[config.mk]
export PLATFORM = sky130hd
export DESIGN_NAME = bus_arbiter_rr
export DESIGN_NICKNAME = d
export VERILOG_FILES = /design/src/rtl/bus_arbiter_rr.sv
export SDC_FILE = /design/constraint.sdc
export NUM_CORES = 1
export LEC_CHECK = 0
export CORE_AREA = 2 2 166 168
export DETAILED_ROUTE_END_ITERATION = 7
export DIE_AREA = 0 0 168 170
export HOLD_SLACK_MARGIN = 0.12
export PLACE_DENSITY = 0.52
export RECOVER_POWER = 100
export SLEW_MARGIN = 0
export SYNTH_ARGS = -nofsm -noshare
export SYNTH_HDL_FRONTEND = slang
export SYNTH_SLANG_ARGS = --single-unit
[constraint.sdc]
create_clock -name clk -period 2.7 [get_ports clk]
set_clock_uncertainty 0.15 [all_clocks]
set_input_delay 0.405 -clock clk [delete_from_list [all_inputs] [get_ports clk]]
set_output_delay 0.405 -clock clk [all_outputs]
set_load 0.05 [all_outputs]
[src/rtl/bus_arbiter_rr.sv]
// Multi-master bus arbiter: round-robin or fixed-priority grant, one transaction
// per grant, with abort on enable drop and an optional BUSY-cycle timeout.
module bus_arbiter_rr #(
    parameter int NMASTERS   = 4,
    parameter int DATA_WIDTH = 32,
    parameter int ADDR_WIDTH = 32,
    parameter int RR_MODE    = 1,
    parameter int TIMEOUT    = 255
) (
    input  logic                             clk,
    input  logic                             rst,
    input  logic [ADDR_WIDTH*NMASTERS-1:0]   master_address,
    input  logic [DATA_WIDTH*NMASTERS-1:0]   master_data_i,
    input  logic [DATA_WIDTH/8*NMASTERS-1:0] master_wr,
    input  logic [NMASTERS-1:0]              master_enable,
    output logic [DATA_WIDTH-1:0]            master_data_o,
    output logic [NMASTERS-1:0]              master_ready,
    output logic [NMASTERS-1:0]              master_error,
    input  logic [DATA_WIDTH-1:0]            slave_data_i,
    input  logic                             slave_ready,
    input  logic                             slave_error,
    output logic [ADDR_WIDTH-1:0]            slave_address,
    output logic [DATA_WIDTH-1:0]            slave_data_o,
    output logic [DATA_WIDTH/8-1:0]          slave_wr,
    output logic                             slave_enable,
    output logic [NMASTERS-1:0]              grant_o
);
    localparam int SW = DATA_WIDTH / 8;
    localparam int IW = (NMASTERS > 1) ? $clog2(NMASTERS) : 1;
    localparam int CW = (TIMEOUT > 0) ? $clog2(TIMEOUT + 1) : 1;
    localparam logic [CW-1:0] TMAX = CW'(TIMEOUT);

    typedef enum logic {IDLE, BUSY} state_t;

    state_t              state;
    logic [NMASTERS-1:0] grant;
    logic [IW-1:0]       last;
    logic [CW-1:0]       cnt;

    logic [NMASTERS-1:0] win_oh, hi_oh, lo_oh;
    logic [IW-1:0]       win_idx, hi_idx, lo_idx;
    logic                found_hi, found_lo;
    logic                en_g, resp, timeout_hit;

    // Round-robin: first requester above the last grant, else first at or below it.
    always_comb begin
        win_oh   = '0;
        win_idx  = '0;
        hi_oh    = '0;
        hi_idx   = '0;
        lo_oh    = '0;
        lo_idx   = '0;
        found_hi = 1'b0;
        found_lo = 1'b0;
        for (int i = 0; i < NMASTERS; i++) begin
            if (master_enable[i]) begin
                if (RR_MODE != 0) begin
                    if (i > int'(last)) begin
                        if (!found_hi) begin
                            found_hi  = 1'b1;
                            hi_idx    = IW'(i);
                            hi_oh     = '0;
                            hi_oh[i]  = 1'b1;
                        end
                    end else if (!found_lo) begin
                        found_lo  = 1'b1;
                        lo_idx    = IW'(i);
                        lo_oh     = '0;
                        lo_oh[i]  = 1'b1;
                    end
                end else begin
                    win_idx   = IW'(i);
                    win_oh    = '0;
                    win_oh[i] = 1'b1;
                end
            end
        end
        if (RR_MODE != 0) begin
            win_oh  = found_hi ? hi_oh : lo_oh;
            win_idx = found_hi ? hi_idx : lo_idx;
        end
    end

    // grant is all-zero in IDLE, so en_g also implies BUSY.
    assign en_g        = |(grant & master_enable);
    assign resp        = en_g & (slave_ready | slave_error);
    assign timeout_hit = (TIMEOUT != 0) && en_g && !slave_ready && !slave_error && (cnt == TMAX);

    always_ff @(posedge clk) begin
        if (rst) begin
            state <= IDLE;
            grant <= '0;
            last  <= IW'(NMASTERS - 1);
            cnt   <= '0;
        end else begin
            case (state)
                IDLE: begin
                    if (|master_enable) begin
                        state <= BUSY;
                        grant <= win_oh;
                        last  <= win_idx;
                        cnt   <= '0;
                    end
                end
                BUSY: begin
                    if (!en_g || resp || timeout_hit) begin
                        state <= IDLE;
                        grant <= '0;
                    end else begin
                        cnt <= cnt + CW'(1);
                    end
                end
                default: begin
                    state <= IDLE;
                    grant <= '0;
                end
            endcase
        end
    end

    always_comb begin
        slave_address = '0;
        slave_data_o  = '0;
        slave_wr      = '0;
        for (int i = 0; i < NMASTERS; i++) begin
            if (grant[i]) begin
                slave_address = slave_address | master_address[i*ADDR_WIDTH +: ADDR_WIDTH];
                slave_data_o  = slave_data_o  | master_data_i[i*DATA_WIDTH +: DATA_WIDTH];
                slave_wr      = slave_wr      | master_wr[i*SW +: SW];
            end
        end
    end

    assign slave_enable  = en_g & ~timeout_hit;
    assign master_data_o = slave_data_i;
    assign master_ready  = grant & {NMASTERS{slave_ready & en_g}};
    assign master_error  = grant & {NMASTERS{(slave_error & en_g) | timeout_hit}};
    assign grant_o       = grant;

endmodule
Word-level counts from Yosys, hierarchy flattened

Cells that the tools add are included.

Bits in registers: 15
Input bits: 312
Logic and storage cells: 114

Add/subtract/negate cells: 1
Order comparisons: 3
Eq/ne operators: 4
Multiplexer cells: 69
Bitwise gates (word level): 20
Reduce and logical (&&, ||, !) cells: 13

Operators by type and width:

| cell                  | number |
|---|---|
| $mux W32              | 8 |
| $or A32 B32 Y32       | 6 |
| $mux W4               | 19 |
| $mux W2               | 18 |
| $mux W1               | 19 |
| $mux W8               | 2 |
| $pmux W8 S2           | 1 |
| $and A4 B4 Y4         | 3 |
| $or A4 B4 Y4          | 3 |
| $add A8 B1 Y8 const B | 1 |
| $eq A8 B8 Y1 const B  | 1 |
| $pmux W4 S2           | 1 |
| $reduce_or A4 Y1      | 2 |
| $reduce_and A2 Y1     | 3 |
| $and A1 B1 Y1         | 4 |
| $gt A2 B2 Y1 const A  | 2 |
| $ne A2 B2 Y1 const B  | 2 |
| $logic_and A1 B1 Y1   | 3 |
| $logic_not A1 Y1      | 3 |
| $gt A1 B2 Y1 const A  | 1 |
| $logic_or A1 B1 Y1    | 2 |
| $ne A2 B1 Y1 const B  | 1 |
| $not A1 Y1            | 2 |
| $or A1 B1 Y1          | 2 |
| $pmux W1 S2           | 1 |

Logic depth before layout (Yosys ltp)

Depth in word-level cells: 13
Mapped depth: 6
Depth with buffers taken out: 5

Worst setup path after synthesis

OpenSTA, ideal clock, no wires.

Path type: register -> output
Start: register grant[2], in the netlist grant_o[2]
End: output master_error[0]
Arrival time: 1766 ps
Required time: 2145 ps
Path slack: 379 ps
Cell stages (with the launch flop): 6
Path buffers: 1
Cells stage by stage: dfxtp_1 > clkbuf_1 > a22oi_1 > nand2_1 > o21a_1 > and2_1

Cells in the longest elaborated chain, start to end: 7
Elaborated cells on any way between the ends: 8
Classes of those cells: 4 x bitwise; 4 x reduce/logical

Ends and longest elaborated chain:

| element                           | line | RTL |
|---|---|---|
| start: declaration                | 36   | `logic [NMASTERS-1:0] grant;` |
| start signal: assignment          | 100  | `grant <= win_oh;` |
| $and A4 B4 Y4 *                   | 85   | `assign en_g = \|(grant & master_enable);` |
| $reduce_or A4 Y1 *                | 85   |  |
| $logic_and A1 B1 Y1 (3 in series) | 87   | `assign timeout_hit = (TIMEOUT != 0) && en_g && !slave_ready && !slave_error && (cnt == TMAX);` |
| $or A1 B1 Y1 *                    | 137  | `assign master_error = grant & {NMASTERS{(slave_error & en_g) \| timeout_hit}};` |
| $and A4 B4 Y4 *                   | 137  |  |
| end: declaration                  | 18   | `output logic [NMASTERS-1:0] master_error,` |

Mark *: on every way between the ends. The rest lies on a longest branch, timed or not.

Worst setup path after layout

Start: register grant[2], in the netlist grant_o[2]
End: output slave_data_o[31]

Cells in the longest elaborated chain, start to end: 3

Ends and longest elaborated chain:

| element          | line | RTL |
|---|---|---|
| $mux W32 *       | 126  | `if (grant[i]) begin` |
| $or A32 B32 Y32  | 128  | `slave_data_o = slave_data_o \| master_data_i[i*DATA_WIDTH +: DATA_WIDTH];` |
| $mux W32 *       | 126  |  |
| end: declaration | 23   | `output logic [DATA_WIDTH-1:0] slave_data_o,` |

Marks and branches as above.

==> impl_metrics.env <==
export IMPL_layout_nets=1007
export IMPL_grt_use_total_pct=11.4
export IMPL_worst_pin_slew_ps=914
export IMPL_yosys_warnings=0
export IMPL_worstPathRequired_ps=2140
export IMPL_path_class="flip-flop to output port"
export IMPL_clock_path_buffers=2
export IMPL_path_max_fanout=35
export IMPL_p_clk_share_pct=12.9
export IMPL_clk_pin_slew_ps=50
export IMPL_critPathLaunchType="flip-flop"
export IMPL_yosys_most_used_dff="dfxtp_1"
export IMPL_synth_top_family_by_area="compound AO/OA/AOI/OAI gates"
export IMPL_final_setup_viol_count=0
export IMPL_yosys_area_share_adder_pct=0.481
export IMPL_r2r_start="state"
export IMPL_place_congestion=0.763
export IMPL_routed_wl_um=18300
export IMPL_h_tree_depth=1
export IMPL_cellPowerDensity_nw_per_um2=357
export IMPL_synth_seq_cells=15
export IMPL_yosys_area_top_type="a22oi_1"
export IMPL_synthDominantCellAreaShare_pct=39.8
export IMPL_cpMaxStageDelayCell="clkbuf_2"
export IMPL_cts_sinks=15
export IMPL_cts_hold_buf=0
export IMPL_cts_tree="built"
export IMPL_synth_compound_area_share_pct=51.4
export IMPL_post_route_period_util_pct=94.2
export IMPL_die_w_um=168
export IMPL_p_sw_share_pct=50.9
export IMPL_syn_nets=699
export IMPL_ir_drop_mv=0.173
export IMPL_diodes=0
export IMPL_die_area_um2=28600
export IMPL_fin_ws_ps=158
export IMPL_die_y_um=170
export IMPL_drive_gt1_share_pct=15.0
export IMPL_dr_pass1_iters=4
export IMPL_num_vias=4317
export IMPL_p_sw_w=0.00112
export IMPL_intPower_w=0.00108
export IMPL_synth_async_sr_flop_share_pct=0
export IMPL_drc=0
export IMPL_synth_seq_area_share_pct=11.5
export IMPL_num_rows=60
export IMPL_io_pins=425
export IMPL_final_hold_violation_count=0
export IMPL_syn_inst=386
export IMPL_layout_common_cells="clkdlybuf4s50_1 (277), a22oi_1 (138), nand2_1 (74)"
export IMPL_avgViaCountPerCell=4.18
export IMPL_ff2ff_setup_slack_ps=650
export IMPL_synthTopCellsByArea="a22oi_1 (40%), dfxtp_1 (12%), nand2_1 (11%)"
export IMPL_rsz0062_at_grt="no"
export IMPL_grt_pass1_wl_um=25300
export IMPL_drt_iter0_markers=240
export IMPL_synth_cell_types=43
export IMPL_core_um2=26700
export IMPL_clockRootBuffer="clkbuf_16"
export IMPL_max_slew_margin_pct=39.1
export IMPL_synth_xor_area_share_pct=0
export IMPL_overflow=0
export IMPL_r2r_end="cnt[4]"
export IMPL_maxSlewViolCount=0
export IMPL_synth_edf_count=0
export IMPL_grt_max_degree=40
export IMPL_postCtsSetupBuffers=0
export IMPL_ant_nets=0
export IMPL_whs_path_depth=2
export IMPL_power_frac_comb_pct=75.7
export IMPL_cpMostUsedCell="clkbuf_2"
export IMPL_synth_area_um2=2600
export IMPL_antenna_found_initial=0
export IMPL_dpl_hpwl_um=14900
export IMPL_min_path_type="flip-flop to flip-flop"
export IMPL_min_period_ps=2540
export IMPL_worstPathCellList="clkbuf_2, a22oi_1, nand2_1, clkbuf_2"
export IMPL_reg2reg_depth=4
export IMPL_layout_commonest_cell="clkdlybuf4s50_1"
export IMPL_status="complete, no violations"
export IMPL_cts_resized=0
export IMPL_tns_ps=0
export IMPL_start_util_pct=9.76
export IMPL_place_ws_ps=197
export IMPL_fmax_ghz=0.393
export IMPL_cp_end_kind="output port"
export IMPL_syn2layout_area_growth_pct=137
export IMPL_yosys_area_share_simple_pct=20.9
export IMPL_port_buffer_count=360
export IMPL_avgSynthCellArea_um2=6.74
export IMPL_grt_pass1_vias=4149
export IMPL_power_static_leakage_nw=2.46
export IMPL_crit_arrival_ps=1990
export IMPL_wl_per_cell_um=17.7
export IMPL_seqPwrFrac_pct=11.3
export IMPL_cts_buffers=3
export IMPL_critical_path_max_stage_delay_ps=640
export IMPL_cap_violations=0
export IMPL_startpoint="grant_o[2]"
export IMPL_crit_end="slave_data_o[31]"
export IMPL_insertion_delay_ps=240
export IMPL_muxShareOfSynthArea_pct=0
[cell families after synthesis]
family,after synthesis
AND/OR/NAND/NOR,117
AO/OA/AOI/OAI,180
flip-flops,15
buffers and inverters,73
adder cells (fa/ha/maj),1
[synth_stat cells, types with 3 or more instances]
library cell	n
nand3_1	4
and3_1	5
or4_1	4
clkbuf_1	33
buf_4	33
nand2_1	74
a21oi_1	11
and2_1	4
a22oi_1	138
dfxtp_1	15
a211oi_1	3
nand2b_1	4
inv_1	5
o21ai_0	5
o32ai_1	3
nor3b_1	4
nor2_1	5
[power by group through the flow]
| stage | Clock (W) | Sequential (W) | Combinational, W |
|---|---|---|---|
| after floorplan | 0 | 0.000259 | 0.00103 |
| after global placement | 0 | 0.000254 | 0.00193 |
| after detailed placement | 0 | 0.000254 | 0.00193 |
| after CTS | 0.000293 | 0.000249 | 0.00194 |
| after global routing | 0.000302 | 0.000251 | 0.00176 |
| final | 0.000285 | 0.000249 | 0.00167 |
[worst min path at each step]
stage                 from  slack, ps     end
finish              cnt[6]        330  cnt[6]
global route        cnt[6]        340  cnt[6]
CTS                 cnt[6]        320  cnt[6]
detailed placement  cnt[6]        320  cnt[6]
global placement    cnt[6]        310  cnt[6]
floorplan           cnt[6]        300  cnt[6]
[area by class of cell]
class                      instances  area, µm²
timing repair buffer             371       3440
multi-input combinational        298       1890
inverter                           5       18.8
sequential                        15        305
clock buffer                       4       78.8
fill                            3014      20500
tap                              341        427
[through the flow]
step	std cells	util (%)	area [µm²]	power [W]	hold slack, ps
6_report	1034	23.1	6160	0.00220	325
5_1_grt	1034	23.1	6160	0.00231	337
4_1_cts	1034	25.0	6660	0.00248	324
3_5_place_dp	1030	24.7	6580	0.00218	318
3_3_place_gp	1030	24.7	6580	0.00218	305
2_1_floorplan	386	-	2600	0.00129	296
[critical path: cells and delay by family (launching register included)]
family / cells / cell delay, ps
AOI/OAI and AO/OA: 1 / 230
and+or+nand+nor: 1 / 190
buffers and inverters: 2 / 950
DFF: 1 / 340
[registers in the layout, summed over array words and instances (netlist names)]
signal   cells
cnt          8
grant_o      4
last         2
state        1
[routing by layer]
layer  GRT usage, %  up-vias  part of all wire, %
li1               -     2088                    -
met1           14.2     1996                   41
met4           1.70        0                  1.1
met3           1.88       22                  7.4
met2           21.0      211                   50
met5              0        -                    0
Note: power is estimated with default switching activity, not from simulation.
